`src/rtl/vga_timing_gen.sv`:
```
// vga_timing_gen: parametrised VGA raster timing generator.
// Counts pixels and lines, and produces registered sync, data-enable,
// pixel coordinates and line/frame strobes for the pixel fetch stage.
// Colour from upstream reaches the DAC pins only when o_de is high.
// A pixel advances once every PIX_DIV clocks while i_enable is high.
// Optional build macro: VGA_TEST_PATTERN_EN adds i_pattern_sel, which
// replaces the upstream colour with eight vertical colour bars.
module vga_timing_gen #(
  parameter int   H_ACTIVE   = 640,
  parameter int   H_FP       = 16,
  parameter int   H_SYNC     = 96,
  parameter int   H_BP       = 48,
  parameter int   V_ACTIVE   = 480,
  parameter int   V_FP       = 10,
  parameter int   V_SYNC     = 2,
  parameter int   V_BP       = 33,
  parameter logic H_SYNC_POL = 1'b0,
  parameter logic V_SYNC_POL = 1'b0,
  parameter int   PIX_DIV    = 1,
  parameter int   CW         = 4,
  localparam int  H_TOTAL    = H_ACTIVE + H_FP + H_SYNC + H_BP,
  localparam int  V_TOTAL    = V_ACTIVE + V_FP + V_SYNC + V_BP,
  localparam int  XW         = $clog2(H_TOTAL),
  localparam int  YW         = $clog2(V_TOTAL)
) (
  input  logic            i_clk,
  input  logic            i_reset,
  input  logic            i_enable,
`ifdef VGA_TEST_PATTERN_EN
  input  logic            i_pattern_sel,
`endif
  input  logic [3*CW-1:0] i_color,
  output logic            o_hsync,
  output logic            o_vsync,
  output logic            o_de,
  output logic [XW-1:0]   o_x,
  output logic [YW-1:0]   o_y,
  output logic            o_pixel_ce,
  output logic            o_line_start,
  output logic            o_frame_start,
  output logic [CW-1:0]   o_red,
  output logic [CW-1:0]   o_green,
  output logic [CW-1:0]   o_blue
);

  // Zero-width regions or a zero prescale make the raster meaningless,
  // so refuse to elaborate rather than produce a broken timing chain.
  generate
    if (H_ACTIVE < 1 || H_FP < 1 || H_SYNC < 1 || H_BP < 1 ||
        V_ACTIVE < 1 || V_FP < 1 || V_SYNC < 1 || V_BP < 1 ||
        PIX_DIV < 1 || CW < 1) begin : g_bad_params
      $error("vga_timing_gen: every region width, PIX_DIV and CW must be >= 1");
    end
  endgenerate

  // Prescaler width; a single bit is kept even when PIX_DIV is 1.
  localparam int DW = (PIX_DIV > 1) ? $clog2(PIX_DIV) : 1;

  localparam logic [DW-1:0] DIV_LAST = DW'(PIX_DIV - 1);

  // Horizontal region boundaries, expressed in counter width.
  localparam logic [XW-1:0] H_LAST      = XW'(H_TOTAL - 1);
  localparam logic [XW-1:0] H_ACT_END   = XW'(H_ACTIVE);
  localparam logic [XW-1:0] H_SYNC_BEG  = XW'(H_ACTIVE + H_FP);
  localparam logic [XW-1:0] H_SYNC_END  = XW'(H_ACTIVE + H_FP + H_SYNC);

  // Vertical region boundaries, expressed in counter width.
  localparam logic [YW-1:0] V_LAST      = YW'(V_TOTAL - 1);
  localparam logic [YW-1:0] V_ACT_END   = YW'(V_ACTIVE);
  localparam logic [YW-1:0] V_SYNC_BEG  = YW'(V_ACTIVE + V_FP);
  localparam logic [YW-1:0] V_SYNC_END  = YW'(V_ACTIVE + V_FP + V_SYNC);

  // Raster counters.
  logic [DW-1:0] r_div;
  logic [XW-1:0] r_h;
  logic [YW-1:0] r_v;

  // Registered timing outputs.
  logic          r_hsync;
  logic          r_vsync;
  logic          r_de;
  logic [XW-1:0] r_x;
  logic [YW-1:0] r_y;
  logic          r_pixel_ce;
  logic          r_line_start;
  logic          r_frame_start;

  // Decodes of the current raster position.
  logic w_tick;
  logic w_h_last;
  logic w_v_last;
  logic w_h_active;
  logic w_v_active;
  logic w_h_sync;
  logic w_v_sync;

  assign w_tick     = i_enable && (r_div == '0);
  assign w_h_last   = (r_h == H_LAST);
  assign w_v_last   = (r_v == V_LAST);
  assign w_h_active = (r_h < H_ACT_END);
  assign w_v_active = (r_v < V_ACT_END);
  assign w_h_sync   = (r_h >= H_SYNC_BEG) && (r_h < H_SYNC_END);
  assign w_v_sync   = (r_v >= V_SYNC_BEG) && (r_v < V_SYNC_END);

  // Prescaler and raster position counters; i_enable low parks them at origin.
  always_ff @(posedge i_clk or posedge i_reset) begin
    if (i_reset) begin
      r_div <= '0;
      r_h   <= '0;
      r_v   <= '0;
    end else if (!i_enable) begin
      r_div <= '0;
      r_h   <= '0;
      r_v   <= '0;
    end else begin
      r_div <= (r_div == DIV_LAST) ? '0 : r_div + DW'(1);
      if (w_tick) begin
        if (w_h_last) begin
          r_h <= '0;
          r_v <= w_v_last ? '0 : r_v + YW'(1);
        end else begin
          r_h <= r_h + XW'(1);
        end
      end
    end
  end

  // Output register: loads the decoded position on a tick, strobes last one cycle.
  always_ff @(posedge i_clk or posedge i_reset) begin
    if (i_reset) begin
      r_hsync       <= ~H_SYNC_POL;
      r_vsync       <= ~V_SYNC_POL;
      r_de          <= 1'b0;
      r_x           <= '0;
      r_y           <= '0;
      r_pixel_ce    <= 1'b0;
      r_line_start  <= 1'b0;
      r_frame_start <= 1'b0;
    end else if (!i_enable) begin
      r_hsync       <= ~H_SYNC_POL;
      r_vsync       <= ~V_SYNC_POL;
      r_de          <= 1'b0;
      r_x           <= '0;
      r_y           <= '0;
      r_pixel_ce    <= 1'b0;
      r_line_start  <= 1'b0;
      r_frame_start <= 1'b0;
    end else if (w_tick) begin
      r_hsync       <= w_h_sync ? H_SYNC_POL : ~H_SYNC_POL;
      r_vsync       <= w_v_sync ? V_SYNC_POL : ~V_SYNC_POL;
      r_de          <= w_h_active && w_v_active;
      r_x           <= r_h;
      r_y           <= r_v;
      r_pixel_ce    <= 1'b1;
      r_line_start  <= (r_h == '0);
      r_frame_start <= (r_h == '0) && (r_v == '0);
    end else begin
      r_pixel_ce    <= 1'b0;
      r_line_start  <= 1'b0;
      r_frame_start <= 1'b0;
    end
  end

  // Colour source: upstream colour, or the bar pattern when selected.
  logic [3*CW-1:0] w_src;
  logic [3*CW-1:0] w_rgb;

`ifdef VGA_TEST_PATTERN_EN
  // Bars are H_ACTIVE/8 pixels wide; narrow screens fall back to 1-pixel bars
  // and any remainder columns at the right edge stay on the last bar.
  localparam int BAR_W = ((H_ACTIVE / 8) > 0) ? (H_ACTIVE / 8) : 1;
  localparam int QW    = ((XW > 3) ? XW : 3) + 1;

  logic [QW-1:0]   w_bar_q;
  logic [2:0]      w_bar;
  logic [3*CW-1:0] w_pattern;

  assign w_bar_q   = QW'(r_x) / QW'(BAR_W);
  assign w_bar     = (w_bar_q > QW'(7)) ? 3'd7 : w_bar_q[2:0];
  assign w_pattern = {{CW{w_bar[2]}}, {CW{w_bar[1]}}, {CW{w_bar[0]}}};
  assign w_src     = i_pattern_sel ? w_pattern : i_color;
`else
  assign w_src     = i_color;
`endif

  // Blank every colour bit outside the active area.
  genvar gi;
  generate
    for (gi = 0; gi < 3 * CW; gi++) begin : g_gate
      assign w_rgb[gi] = r_de & w_src[gi];
    end
  endgenerate

  assign o_red         = w_rgb[3*CW-1 -: CW];
  assign o_green       = w_rgb[2*CW-1 -: CW];
  assign o_blue        = w_rgb[CW-1   -: CW];

  assign o_hsync       = r_hsync;
  assign o_vsync       = r_vsync;
  assign o_de          = r_de;
  assign o_x           = r_x;
  assign o_y           = r_y;
  assign o_pixel_ce    = r_pixel_ce;
  assign o_line_start  = r_line_start;
  assign o_frame_start = r_frame_start;

endmodule

```
`config.mk`:
```
export PLATFORM = sky130hd
export DESIGN_NAME = vga_timing_gen
export DESIGN_NICKNAME = d
export VERILOG_FILES = /design/src/rtl/vga_timing_gen.sv
export SDC_FILE = /design/constraint.sdc
export NUM_CORES = 1
export LEC_CHECK = 0
export CORE_MARGIN = 2
export CORE_UTILIZATION = 48
export DETAILED_ROUTE_END_ITERATION = 12
export GPL_TIMING_DRIVEN = 0
export PLACE_DENSITY = 0.79
export SYNTH_ARGS = -nofsm -noshare
export SYNTH_HDL_FRONTEND = slang
export SYNTH_SLANG_ARGS = --single-unit
```
`constraint.sdc`:
```
create_clock -name i_clk -period 2.3 [get_ports i_clk]
set_input_delay 0.46 -clock i_clk [delete_from_list [all_inputs] [get_ports i_clk]]
set_output_delay 0.46 -clock i_clk [all_outputs]
set_load 0.02 [all_outputs]
```
==> results.sh <==
export IMPL_fin_crit_ns=2.15
export IMPL_rows=23
export IMPL_dr_wl_met2_mm=1.83
export IMPL_cts_clk_slew_worst_paths_ns=0.08
export IMPL_cts_tree="yes"
export IMPL_max_cap_violations=0
export IMPL_relSlewSlack=0.690
export IMPL_reg2reg_depth=5
export IMPL_netlist_area_um2=2050
export IMPL_htreeDepth=2
export IMPL_gp_congestion=0.870
export IMPL_critPathLaunchType="flop"
export IMPL_gr_total_overflow=0
export IMPL_coreArea_um2=4060
export IMPL_area_delta_synth_final_pct=34.9
export IMPL_cp_max_fo=10
export IMPL_p_leak_nw=1.21
export IMPL_grt_pass1_vias=1424
export IMPL_initial_core_util=0.506
export IMPL_top_layer="met4"
export IMPL_synth_nets=206
export IMPL_worst_slack_ns=0.147
export IMPL_synth_distinct_cells=37
export IMPL_maxSlewViolCount=0
export IMPL_ctsHoldBuffers=0
export IMPL_first_iter_violations=71
export IMPL_drc_errors=0
export IMPL_wl_mm=4.01
export IMPL_setup_tns_ns=0
export IMPL_r2r_start="r_h[0]$_DFF_PP0_"
export IMPL_ys_flop_type="dfrtp_1"
export IMPL_grt_max_degree=33
export IMPL_max_freq_ghz=0.464
export IMPL_grt_antenna_before_repair=0
export IMPL_dp_hpwl_mm=2.85
export IMPL_ys_seq_area_frac=0.562
export IMPL_clkLatencyLatePin_ns=0.30
export IMPL_setup_viol_count_final=0
export IMPL_dp_slack_ns=0.199
export IMPL_nNetsFinal=266
export IMPL_wl_met3_um=350
export IMPL_postCtsSetupRepairBufs=0
export IMPL_cp_data_arrival_time_ns=1.69
export IMPL_vias=1560
export IMPL_p_per_area_nw_per_um2=569
export IMPL_fin_cells=298
export IMPL_die_h_um=69.4
export IMPL_async_reset_ff_frac=1.00
export IMPL_ant_nets=0
export IMPL_grt_first_pass_wirelength_mm=7.02
export IMPL_drive_above_1_share=0.105
export IMPL_critPathCaptureType="primary output"
export IMPL_gr_usage_all_layers=0.182
export IMPL_hold_class="input pin to async pin"
export IMPL_cts_resized=0
export IMPL_clk_root_buffer_cell="clkbuf_8"
export IMPL_n_antenna_cell=0
export IMPL_setup_worst_path_class="flop to primary output"
export IMPL_rsz0062_at_grt="false"
export IMPL_hold_viol=0
export IMPL_synth_seq_cells=46
export IMPL_cts_num_sinks=46
export IMPL_drt_pass1_iter_count=4
export IMPL_fillers=318
export IMPL_worstReg2RegEnd="r_v[8]$_DFFE_PP0P_"
export IMPL_finalClockSkew_ns=0.00557
export IMPL_cp_data_required_time_ns=1.84
export IMPL_cts_made_buffers=5
export IMPL_drt_met1_wl_mm=1.74
export IMPL_pin_count=53
export IMPL_syn_avg_cell_area_um2=11.0
export IMPL_fin_crit_sh=0.936
export IMPL_worst_pin_slew_ns=0.461
export IMPL_syn_inst=187
export IMPL_io_buffers=52
export IMPL_cp_startpoint="o_de$_DFF_PP0_"
export IMPL_status="complete, no violations"
export IMPL_whs_ns=0.429
export IMPL_wl_per_cell_um=13.4
export IMPL_worst_ir_drop_vdd_mv=0.356
export IMPL_dieArea_um2=4810
export IMPL_fp_dieW_um=69.4
export IMPL_yosysWarningCount=0
export IMPL_dp_cells=290
export IMPL_clk_path_buf_depth=2
export IMPL_r2r_slack_ns=0.55
export IMPL_synth_edf_count=0
export IMPL_vias_per_cell=5.23
==> critical path, cell delays in order, from the launching register on <==
cell and delay, ns:
dfrtp_1 0.38, clkbuf_1 0.24, and2_1 0.17, clkdlybuf4s50_1 0.59
==> per-stage QoR <==
step                      power (mW)  utilization  cell area, um^2
after floorplan                0.915            -             2050
after global routing            1.64        0.682             2770
after CTS                       1.59        0.682             2770
final                           1.57        0.682             2770
after global placement         0.991        0.649             2640
after detailed placement       0.996        0.654             2660
==> cell type report <==
| type | count | area, um^2 | share of cell area |
|---|---|---|---|
| multi-input cells | 127 | 816 | 0.295 |
| clock buffers | 5 | 68.8 | 0.0249 |
| well taps | 50 | 62.6 | 0.0226 |
| flip-flops and latches | 46 | 1150 | 0.417 |
| clock inverters | 3 | 45.0 | 0.0163 |
| plain buffers | 7 | 56.3 | 0.0203 |
| inverters | 7 | 26.3 | 0.00949 |
| repair buffers | 53 | 541 | 0.195 |
==> per-layer routing <==
metal,up-vias,global-route usage
met2,68,0.269
met5,-,0
met1,732,0.244
li1,752,-
met4,0,0.0763
met3,8,0.0654
==> how the worst max path moves through the flow <==
stage                     depth (start not counted)                 end
after floorplan                                   6  r_v[2]$_DFFE_PP0P_
after global placement                            2    o_x[0]$_DFF_PP0_
after detailed placement                          3            o_red[2]
after CTS                                         3            o_red[1]
after global routing                              3            o_red[0]
final                                             3            o_red[1]
==> kinds of logic after synthesis <==
group | after synthesis | synth area share
AO/OA/AOI/OAI | 11 | 0.0335
XOR/XNOR | 9 | 0.0384
adder cells (fa/ha/maj) | 4 | 0.0244
buffers and inverters | 14 | 0.0402
flip-flops | 46 | 0.562
multiplexers | 3 | 0.0165
AND/OR/NAND/NOR | 100 | 0.285
==> synthesized netlist by cell type, types with 2 or more instances <==
library cell	instances	area, um^2
nor4b_1	2	17.5
or3b_1	2	17.5
dfstp_2	2	52.6
o31ai_1	3	22.5
nand4_1	5	31.3
a21oi_1	2	10.0
nand2_1	9	33.8
inv_1	7	26.3
clkbuf_1	3	11.3
nand4b_1	2	17.5
a31oi_1	2	12.5
and4_1	3	26.3
nor2_1	21	78.8
and2_1	27	169
xnor2_1	5	43.8
nor3_1	4	20.0
mux2_2	2	22.5
xor2_1	4	35.0
dfrtp_1	44	1100
ha_1	4	50.1
buf_6	4	45.0
nor2b_1	2	12.5
and3_1	4	25.0
nand3_1	9	45.0
o21ai_0	3	15.0
==> placed cells by master (no fill, tap or decap), drive strengths merged <==
cell type and count:
xor2 4, buf 5, and2 28, clkinvlp 2, or3b 2, clkdlybuf4s50 52
nor4 2, nand2 9, a21oi 2, nor3 4, dfstp 2, o21ai 3
mux2 3, and4 5, nor4bb 1, nor4b 2, clkbuf 8, ha 4
and3b 1, dfrtp 44, nand4 5, nor2 22, nand4b 2, a31o 1
inv 7, o31ai 3, nor2b 2, bufinv 1, nand3 10, xnor2 5
a31oi 2, and3 5
==> state kept, by name (all words and copies together) (netlist names) <==
name           flops
o_x               10
o_y               10
o_vsync            1
o_line_start       1
o_frame_start      1
r_h               10
o_pixel_ce         1
r_v               10
o_hsync            1
o_de               1
==> report_power, final <==
part,internal [mW],switching [mW]
Combinational,0.0741,0.0748
Sequential,0.820,0.00811
Clock,0.323,0.274
(Power assumes the default switching activity.)
